==> src/rtl/stall_flush_controller_pkg.sv <==
// Shared definitions for the pipeline sequencing block: FSM encoding, the opcodes the
// halt detector keys on, and the bubble contents loaded by flushed pipeline registers.
package stall_flush_controller_pkg;

    typedef enum logic [1:0] {
        StRun     = 2'd0,
        StMemWait = 2'd1,
        StDrain   = 2'd2,
        StHalted  = 2'd3
    } state_e;

    localparam logic [6:0]  OpcodeLoad   = 7'b0000011;
    localparam logic [6:0]  OpcodeStore  = 7'b0100011;
    localparam logic [6:0]  OpcodeBranch = 7'b1100011;
    localparam logic [6:0]  OpcodeJal    = 7'b1101111;
    localparam logic [6:0]  OpcodeJalr   = 7'b1100111;
    localparam logic [6:0]  OpcodeSystem = 7'b1110011;
    localparam logic [31:0] InstrEcall   = 32'h0000_0073;
    localparam logic [4:0]  HaltReg      = 5'd17;
    localparam logic [31:0] HaltCode     = 32'd10;

    // A bubble is an addi x0,x0,0 with every control bit cleared.
    localparam logic [31:0] InstrNop = 32'h0000_0013;

    typedef struct packed {
        logic reg_write;
        logic mem_read;
        logic mem_write;
        logic mem_to_reg;
        logic branch;
        logic jump;
        logic alu_src;
        logic halt;
    } ctrl_t;

    localparam ctrl_t CtrlBubble = '0;

    function automatic logic is_halt_ecall(input logic [31:0] instr, input logic [31:0] a7);
        return (instr == InstrEcall) && (a7 == HaltCode);
    endfunction

endpackage

==> src/rtl/stall_flush_controller_if.sv <==
// Request/enable bundle between the pipeline datapath and the sequencing controller.
// The controller side (master) drives enables, flushes and counters.
interface stall_flush_controller_if #(
    parameter int unsigned COUNTER_WIDTH = 32
);
    logic                     is_hazard;
    logic                     ex_mispredict;
    logic                     ex_halt;
    logic                     dmem_busy;
    logic                     pc_write;
    logic                     if_id_write;
    logic                     id_ex_write;
    logic                     ex_mem_write;
    logic                     if_id_flush;
    logic                     id_ex_flush;
    logic                     mem_wb_flush;
    logic                     is_halted;
    logic [COUNTER_WIDTH-1:0] cycle_count;
    logic [COUNTER_WIDTH-1:0] stall_count;
    logic [COUNTER_WIDTH-1:0] flush_count;

    modport master (
        input  is_hazard, ex_mispredict, ex_halt, dmem_busy,
        output pc_write, if_id_write, id_ex_write, ex_mem_write,
        output if_id_flush, id_ex_flush, mem_wb_flush,
        output is_halted, cycle_count, stall_count, flush_count
    );

    modport slave (
        output is_hazard, ex_mispredict, ex_halt, dmem_busy,
        input  pc_write, if_id_write, id_ex_write, ex_mem_write,
        input  if_id_flush, id_ex_flush, mem_wb_flush,
        input  is_halted, cycle_count, stall_count, flush_count
    );

endinterface

==> src/rtl/stall_flush_controller_sat_counter.sv <==
// Saturating up-counter with asynchronous active-low clear.
module stall_flush_controller_sat_counter #(
    parameter int unsigned Width = 32
) (
    input  logic             clk,
    input  logic             reset,
    input  logic             inc,
    output logic [Width-1:0] count
);

    logic [Width-1:0] count_q;

    always_ff @(posedge clk or negedge reset) begin
        if (!reset) begin
            count_q <= '0;
        end else if (inc && (count_q != '1)) begin
            count_q <= count_q + Width'(1);
        end
    end

    assign count = count_q;

endmodule

==> src/rtl/stall_flush_controller.sv <==
// Pipeline sequencing: per-stage write enables and flushes, halt-drain FSM and
// stall/flush performance counters for the 5-stage core.
module stall_flush_controller
    import stall_flush_controller_pkg::*;
#(
    parameter int unsigned COUNTER_WIDTH = 32,
    parameter int unsigned DRAIN_CYCLES  = 2
) (
    input logic                          clk,
    input logic                          reset,
    stall_flush_controller_if.master     bus
);

    localparam int unsigned DrainWidth = $clog2(DRAIN_CYCLES + 1);
    localparam logic [DrainWidth-1:0] DrainLoad = DrainWidth'(DRAIN_CYCLES);

    state_e                state_q;
    logic [DrainWidth-1:0] drain_q;
    logic                  is_halted_q;

    logic active, busy_freeze, halt_start, drain_step, flush_apply, hazard_apply;

    always_comb begin
        active       = (state_q == StRun) || (state_q == StMemWait);
        busy_freeze  = bus.dmem_busy && (state_q != StHalted);
        halt_start   = active && !bus.dmem_busy && bus.ex_halt;
        drain_step   = (state_q == StDrain) && !bus.dmem_busy;
        flush_apply  = active && !bus.dmem_busy && !bus.ex_halt && bus.ex_mispredict;
        // A mispredict squashes the stalled instruction, so the hazard is dropped.
        hazard_apply = active && !bus.dmem_busy && !bus.ex_halt && !bus.ex_mispredict &&
                       bus.is_hazard;
    end

    always_comb begin
        bus.pc_write     = 1'b1;
        bus.if_id_write  = 1'b1;
        bus.id_ex_write  = 1'b1;
        bus.ex_mem_write = 1'b1;
        bus.if_id_flush  = 1'b0;
        bus.id_ex_flush  = 1'b0;
        bus.mem_wb_flush = 1'b0;
        if (state_q == StHalted) begin
            bus.pc_write     = 1'b0;
            bus.if_id_write  = 1'b0;
            bus.id_ex_write  = 1'b0;
            bus.ex_mem_write = 1'b0;
        end else if (busy_freeze) begin
            bus.pc_write     = 1'b0;
            bus.if_id_write  = 1'b0;
            bus.id_ex_write  = 1'b0;
            bus.ex_mem_write = 1'b0;
            bus.mem_wb_flush = 1'b1;
        end else if (halt_start || drain_step) begin
            bus.pc_write    = 1'b0;
            bus.if_id_flush = 1'b1;
            bus.id_ex_flush = 1'b1;
        end else if (flush_apply) begin
            bus.if_id_flush = 1'b1;
            bus.id_ex_flush = 1'b1;
        end else if (hazard_apply) begin
            bus.pc_write    = 1'b0;
            bus.if_id_write = 1'b0;
            bus.id_ex_flush = 1'b1;
        end
    end

    always_ff @(posedge clk or negedge reset) begin
        if (!reset) begin
            state_q     <= StRun;
            drain_q     <= '0;
            is_halted_q <= 1'b0;
        end else begin
            unique case (state_q)
                StRun, StMemWait: begin
                    if (bus.dmem_busy) begin
                        state_q <= StMemWait;
                    end else if (bus.ex_halt) begin
                        state_q <= StDrain;
                        drain_q <= DrainLoad;
                    end else begin
                        state_q <= StRun;
                    end
                end
                StDrain: begin
                    if (!bus.dmem_busy) begin
                        drain_q <= drain_q - DrainWidth'(1);
                        if (drain_q == DrainWidth'(1)) begin
                            state_q     <= StHalted;
                            is_halted_q <= 1'b1;
                        end
                    end
                end
                StHalted: begin
                    state_q <= StHalted;
                end
                default: state_q <= StRun;
            endcase
        end
    end

    assign bus.is_halted = is_halted_q;

    stall_flush_controller_sat_counter #(.Width(COUNTER_WIDTH)) u_cycle_count (
        .clk   (clk),
        .reset (reset),
        .inc   (state_q != StHalted),
        .count (bus.cycle_count)
    );

    stall_flush_controller_sat_counter #(.Width(COUNTER_WIDTH)) u_stall_count (
        .clk   (clk),
        .reset (reset),
        .inc   (busy_freeze || hazard_apply),
        .count (bus.stall_count)
    );

    stall_flush_controller_sat_counter #(.Width(COUNTER_WIDTH)) u_flush_count (
        .clk   (clk),
        .reset (reset),
        .inc   (flush_apply),
        .count (bus.flush_count)
    );

endmodule

==> src/flat_wrapper.sv <==
// flat-port wrapper written by rule: the top's interface ports become plain ports
module stall_flush_controller_flat import stall_flush_controller_pkg::*;
#(
    parameter int unsigned COUNTER_WIDTH = 32,
    parameter int unsigned DRAIN_CYCLES  = 2
)
  (clk, reset, bus_is_hazard, bus_ex_mispredict, bus_ex_halt, bus_dmem_busy, bus_pc_write, bus_if_id_write, bus_id_ex_write, bus_ex_mem_write, bus_if_id_flush, bus_id_ex_flush, bus_mem_wb_flush, bus_is_halted, bus_cycle_count, bus_stall_count, bus_flush_count);
  stall_flush_controller_if #(.COUNTER_WIDTH(COUNTER_WIDTH)) bus_i ();
  input logic clk;
  input logic reset;
  input wire logic [$bits(bus_i.is_hazard)-1:0] bus_is_hazard;
  input wire logic [$bits(bus_i.ex_mispredict)-1:0] bus_ex_mispredict;
  input wire logic [$bits(bus_i.ex_halt)-1:0] bus_ex_halt;
  input wire logic [$bits(bus_i.dmem_busy)-1:0] bus_dmem_busy;
  output wire logic [$bits(bus_i.pc_write)-1:0] bus_pc_write;
  output wire logic [$bits(bus_i.if_id_write)-1:0] bus_if_id_write;
  output wire logic [$bits(bus_i.id_ex_write)-1:0] bus_id_ex_write;
  output wire logic [$bits(bus_i.ex_mem_write)-1:0] bus_ex_mem_write;
  output wire logic [$bits(bus_i.if_id_flush)-1:0] bus_if_id_flush;
  output wire logic [$bits(bus_i.id_ex_flush)-1:0] bus_id_ex_flush;
  output wire logic [$bits(bus_i.mem_wb_flush)-1:0] bus_mem_wb_flush;
  output wire logic [$bits(bus_i.is_halted)-1:0] bus_is_halted;
  output wire logic [$bits(bus_i.cycle_count)-1:0] bus_cycle_count;
  output wire logic [$bits(bus_i.stall_count)-1:0] bus_stall_count;
  output wire logic [$bits(bus_i.flush_count)-1:0] bus_flush_count;
  assign bus_i.is_hazard = bus_is_hazard;
  assign bus_i.ex_mispredict = bus_ex_mispredict;
  assign bus_i.ex_halt = bus_ex_halt;
  assign bus_i.dmem_busy = bus_dmem_busy;
  assign bus_pc_write = bus_i.pc_write;
  assign bus_if_id_write = bus_i.if_id_write;
  assign bus_id_ex_write = bus_i.id_ex_write;
  assign bus_ex_mem_write = bus_i.ex_mem_write;
  assign bus_if_id_flush = bus_i.if_id_flush;
  assign bus_id_ex_flush = bus_i.id_ex_flush;
  assign bus_mem_wb_flush = bus_i.mem_wb_flush;
  assign bus_is_halted = bus_i.is_halted;
  assign bus_cycle_count = bus_i.cycle_count;
  assign bus_stall_count = bus_i.stall_count;
  assign bus_flush_count = bus_i.flush_count;
  stall_flush_controller #(.COUNTER_WIDTH(COUNTER_WIDTH), .DRAIN_CYCLES(DRAIN_CYCLES)) u_core (.clk(clk), .reset(reset), .bus(bus_i));
endmodule
==> config.mk <==
export PLATFORM = sky130hd
export DESIGN_NAME = stall_flush_controller_flat
export DESIGN_NICKNAME = d
export VERILOG_FILES = /design/src/rtl/stall_flush_controller_pkg.sv /design/src/rtl/stall_flush_controller_if.sv /design/src/rtl/stall_flush_controller_sat_counter.sv /design/src/rtl/stall_flush_controller.sv /design/src/flat_wrapper.sv
export SDC_FILE = /design/constraint.sdc
export NUM_CORES = 1
export LEC_CHECK = 0
export BUFFER_PORTS_ARGS = -buffer_cell sky130_fd_sc_hd__buf_2
export CAP_MARGIN = 25
export CORE_MARGIN = 1
export CORE_UTILIZATION = 55
export CTS_BUF_LIST = sky130_fd_sc_hd__clkbuf_4 sky130_fd_sc_hd__clkbuf_8 sky130_fd_sc_hd__clkbuf_16
export CTS_CLUSTER_SIZE = 8
export DETAILED_ROUTE_END_ITERATION = 6
export PLACE_DENSITY_LB_ADDON = 0.25
export SLEW_MARGIN = 25
export SYNTH_ARGS = -nofsm -noshare
export SYNTH_HDL_FRONTEND = slang
export SYNTH_HIERARCHICAL = 1
export SYNTH_SLANG_ARGS = --single-unit
==> constraint.sdc <==
create_clock -name clk -period 2.4 [get_ports clk]
set_input_delay 0.12 -clock clk [delete_from_list [all_inputs] [get_ports clk]]
set_output_delay 0.12 -clock clk [all_outputs]
set_load 0.01 [all_outputs]
## Yosys cells after proc, flatten, opt, wreduce, memory -nomap -nowiden

Cells that the tools add are included.

- $add $sub $neg: 4
- Bitwise operators: 1
- Reduce and logical (&&, ||, !) cells: 23
- Equal/unequal tests: 12
- Mux-type cells: 30

Operators by type and width:

| kind | count |
|---|---|
| adder 32 x 1 -> 32 bit, second input constant | 3 |
| inequality test 32 bit, second input constant | 3 |
| 2-to-1 mux 1 bit | 21 |
| 2-to-1 mux 2 bit | 7 |
| logical AND 1 bit | 11 |
| inequality test 2 bit, second input constant | 5 |
| case mux 2 bit (3 select lines) | 1 |
| == test 2 x 1 -> 1 bit, second input constant | 2 |
| == test 2 bit, second input constant | 2 |
| case mux 2 bit (2 select lines) | 1 |
| AND reduction 4 bit | 1 |
| zero test 1 bit | 3 |
| logical OR 1 bit | 3 |
| AND reduction 3 bit | 1 |
| zero test 2 bit | 1 |
| AND reduction 2 bit | 1 |
| nonzero test 2 bit | 1 |
| OR reduction 2 bit | 1 |
| subtractor 2 x 1 -> 2 bit, second input constant | 1 |
| NOT 1 bit | 1 |

- Output and inout port bits: 104
- Flip-flop bits (word level): 101
- Input port bits: 6
- Logic and storage cells: 76

## Longest topological paths before layout

- Depth in word-level cells: 11
- Gate-level depth with buffers: 9
- Gate-level depth less buffers: 7

## Cells and area by module

Netlist, hierarchy kept.

Modules (own cells, without submodules):

| module | area each (µm²) | seq. area each (µm²) | cells an instance | times used |
|---|---|---|---|---|
| stall_flush_controller_sat_counter | 1624.1 | 800.8 | 151 | 3 |
| stall_flush_controller | 342.8 | 125.1 | 38 | 1 |

## Least setup slack after synthesis

Ideal clock, no wire load.

- Path type: register to register
- Start: reg u_core.state_q[1]
- End: reg u_core.u_stall_count.count_q[29], in the netlist u_core/u_stall_count/count[29]
- Cell stages (with the launch flop): 10
- Data required time: 2.321 ns
- Data arrival time: 2.002 ns
- Period minus slack after synthesis: 2.081 ns
- Library setup time: 0.079 ns
- Buffers on the path: 2
- Path slack: 0.319 ns
- Path through: dfrtp_1 > buf_4 > nand2_1 > a22o_1 > and3_1 > nor2b_1 > clkbuf_1 > nand4_1 > nor4_2 > xor2_1

- Longest elaborated chain between the ends: 8
- Elaborated cells on any way between the ends: 11
- Classes of those cells: eq/ne: 2; reduce/logical: 9

RTL lines:

| what | line | RTL |
|---|---|---|
| start, declared | stall_flush_controller.sv:17 | `state_e state_q;` |
| start signal, assigned | stall_flush_controller.sv:69 | `state_q <= StRun;` |
| start signal, assigned | stall_flush_controller.sv:76 | `state_q <= StMemWait;` |
| start signal, assigned | stall_flush_controller.sv:78 | `state_q <= StDrain;` |
| == test 2 x 1 -> 1 bit / zero test 2 bit (equally long branches) | stall_flush_controller.sv:24 | `active = (state_q == StRun) \|\| (state_q == StMemWait);` |
| logical OR 1 bit | stall_flush_controller.sv:24 |  |
| logical AND 1 bit (4 in a row) | stall_flush_controller.sv:30 | `hazard_apply = active && !bus.dmem_busy && !bus.ex_halt && !bus.ex_mispredict &&` |
| logical OR 1 bit * | stall_flush_controller.sv:113 | `.inc (busy_freeze \|\| hazard_apply),` |
| logical AND 1 bit * | stall_flush_controller_sat_counter.sv:16 | `end else if (inc && (count_q != '1)) begin` |
| end signal, assigned | stall_flush_controller_sat_counter.sv:17 | `count_q <= count_q + Width'(1);` |
| end, declared | stall_flush_controller_sat_counter.sv:11 | `logic [Width-1:0] count_q;` |

Every way passes the cells marked *; elsewhere a longest branch is shown, timed or not.
A chain may end at the register's enable or synchronous reset.

## Worst setup path after layout

- Start: reg u_core.u_cycle_count.count_q[23], in the netlist u_core/u_cycle_count/count[23]
- End: reg u_core.u_cycle_count.count_q[1], in the netlist u_core/u_cycle_count/count[1]

- Longest elaborated chain between the ends: 2

RTL lines:

| what | line |
|---|---|
| start, declared | stall_flush_controller_sat_counter.sv:11 |
| start signal, assigned | stall_flush_controller_sat_counter.sv:17 |
| inequality test 32 bit | stall_flush_controller_sat_counter.sv:16 |
| logical AND 1 bit | stall_flush_controller_sat_counter.sv:16 |

Every way passes these cells.

==> run metrics <==
outcome=completed; cell taking the most area after synthesis=dfrtp_1; Tcrit/Tclk final=0.911; synth top area cells=dfrtp_1 48%, xnor2_1 12%, nand4_1 5.4%; Hold Path End=u_core/state_q[1]$_DFFE_PN0P_; nets@finish=626; Slew @ Worst Pin=0.662 ns; post-synthesis sequential area ratio=0.485; Synth Net Count=501; CP arrival=2.42 ns; Hold WC Path Type=input pin to flop; largest net degree at the start of global routing=49; Yosys Warn Count=6; Synth async-reset ratio=1.00; setup ws final=0.214 ns; Cell Area, Placed=5940 µm²; Setup-failing EPs final=0; Wirelength per Cell=16.1 µm; I/O Pins=110; Clock Latency Late Sink=0.35 ns; RR Startpoint=u_core/u_cycle_count/count[23]$_DFFE_PN0P_; hold depth=2; Num CTS Buffers=9; final core utilization=0.671; hold slack=0.0639 ns; Final Max Slew Viols=0; drt drc=0; Startpoint Class=flop; total number of vias=4259; initial antenna violation count=0; GRT Total Usage=0.250; H-tree levels=3; RSZ-0062 raised after global routing=false; Clock Tree Buf Depth=2; Final HPWL DP=8.75 mm; post-route ant nets=0; core area=9200 µm²; Die Footprint=9880 µm²; Die Ht=99.4 µm; DP Worst Slack=0.248 ns; setup tns final=0 ns; hold path start=bus_ex_halt; vias in the first global route=4023; CP Capture Type=flop; fmax=0.458 GHz; synth unique cells=39; FP Rows=35; Max VDD drop=0.281 mV; Yosys reg bits=101; Routed WL=11.8 mm; first-pass GRT wire length=19.8 mm; register area=2530 µm²; Setup Skew=0.0145 ns; Worst R2R Setup Slack=0.21 ns; Initial Utilization=0.567; mapped cell area=5220 µm²; final hold vios=0; share of the synthesized area in the top cell type=0.485; fin crit period=2.19 ns; fill count=763; DRT Pass-1 Iters=5; kind of critical path=flop to flop; R2R cell count=5; diodes inserted=0; worst-path fanout max=7; Cell Pwr Density=544 nW/µm²; Layout area overhead=18.3%; cell leakage power=0.00292 µW; CTS tree=done; Mean Syn Cell Area=10.6 µm²; Avg Vias per Cell=5.82; Overflow after GRT=0; Primary FF master, synth=dfrtp_1; Post-synth EDFFs=0; Final Instance Area=6170 µm²; post-CTS sizing=0; cell count after synthesis=491; # clock sinks=101; Multi-input gate area=2590 µm²; Initial DRC Count=122; Slew HR=0.555; Max Cap Viol=0; CP required=2.63 ns; R2R Path End=u_core/u_cycle_count/count[1]$_DFFE_PN0P_; layout cells sized above 1=0.277; Die W=99.4 µm; root buffer cell=clkbuf_8; CTS clock-pin slew for the worst setup and hold paths=0.10 ns; Port Buffers=109; RePlAce Congestion=0.881
## cell families (layout without fill, tap and decap cells)
| family | Yosys count | in the layout | synth area share |
|---|---|---|---|
| AOI/OAI and AO/OA | 29 | 29 | 0.0475 |
| xor gates and xnor gates | 87 | 87 | 0.146 |
| adders and majority gates | 4 | 4 | 0.00960 |
| buffers and inverters | 16 | 146 | 0.0187 |
| DFF | 101 | 101 | 0.485 |
| muxes | 6 | 6 | 0.0130 |
| and+or+nand+nor | 248 | 248 | 0.280 |
## flip-flops by register name, indices dropped and copies added (netlist names)
register and count:
u_core/state_q 2, u_core/bus.is_halted 1, u_core/u_flush_count/count 32, u_core/u_stall_count/count 32, u_core/drain_q 2, u_core/u_cycle_count/count 32
## worst max path at each step
| stage | from | end | slack (ns) | cells past startpoint |
|---|---|---|---|---|
| 5_1_grt | u_core/u_cycle_count/count[23]$_DFFE_PN0P_ | u_core/u_cycle_count/count[1]$_DFFE_PN0P_ | 0.10 | 5 |
| 3_3_place_gp | u_core/u_cycle_count/count[23]$_DFFE_PN0P_ | u_core/u_cycle_count/count[1]$_DFFE_PN0P_ | 0.33 | 5 |
| 2_1_floorplan | u_core/state_q[1]$_DFFE_PN0P_ | u_core/u_stall_count/count[29]$_DFFE_PN0P_ | 0.32 | 9 |
| 3_5_place_dp | u_core/u_cycle_count/count[23]$_DFFE_PN0P_ | u_core/u_cycle_count/count[1]$_DFFE_PN0P_ | 0.25 | 5 |
| 4_1_cts | u_core/u_cycle_count/count[23]$_DFFE_PN0P_ | u_core/u_cycle_count/count[1]$_DFFE_PN0P_ | 0.22 | 5 |
| 6_report | u_core/u_cycle_count/count[23]$_DFFE_PN0P_ | u_core/u_cycle_count/count[1]$_DFFE_PN0P_ | 0.21 | 5 |
## critical path, cell delays in order (launching register included)
cell and delay [ns]:
dfrtp_1 0.49, nand4_1 0.22, nor4_4 0.52, nand2_2 0.15, o31ai_4 0.32, mux2_1 0.36
## cells in the mapped netlist, types with 4 or more instances
| master | count |
|---|---|
| nor3_2 | 6 |
| buf_6 | 4 |
| and3_1 | 8 |
| xnor2_1 | 72 |
| nor4_1 | 10 |
| nor3_1 | 10 |
| inv_1 | 7 |
| dfrtp_1 | 101 |
| and4_1 | 12 |
| a21oi_1 | 10 |
| or4_4 | 6 |
| o211ai_1 | 6 |
| nand3_1 | 45 |
| nor2b_1 | 5 |
| nand2_1 | 49 |
| nor2_1 | 32 |
| ha_1 | 4 |
| nand4_1 | 45 |
| xor2_1 | 15 |
## cell usage in the layout (no fill, tap or decap), drive strengths merged, types with 15 or more instances in the layout
cell type and n:
nand4 48, dfrtp 101, xnor2 72, nor2 32, nor4 16, nor3 16, nand2 52, buf 122
nand3 48, xor2 15
## layout make-up
type / count / area share
well taps: 111 / 0.0225
repair buffers: 123 / 0.108
inverters: 7 / 0.00426
flip-flops and latches: 101 / 0.410
multi-input cells: 374 / 0.420
clock inverters: 4 / 0.00892
clock buffers: 12 / 0.0268
## power breakdown
| part | internal (µW) | switching, µW |
|---|---|---|
| clock network | 572 | 572 |
| logic | 137 | 180 |
| registers | 1780 | 113 |
| total | 2490 | 865 |
## per-layer routing
layer | wire [µm] | up-vias | global-route usage
li1 | - | 2035 | -
met1 | 5280 | 2069 | 0.338
met2 | 5790 | 141 | 0.416
met3 | 589 | 14 | 0.0372
met4 | 149 | 0 | 0.0792
met5 | 0 | - | 0
## per-stage QoR
step / cells / power (µW)
floorplan: 491 / 2070
detailed placement: 715 / 2250
finish: 732 / 3360
global placement: 715 / 2220
global route: 732 / 3520
CTS: 732 / 3400
## repair_timing
item	CTS	global route
buffers inserted	0	0
setup endpoints to repair	0	0
hold buffers	1	0
hold endpoints to repair	46	0
Note: power is estimated with default switching activity, not from simulation.
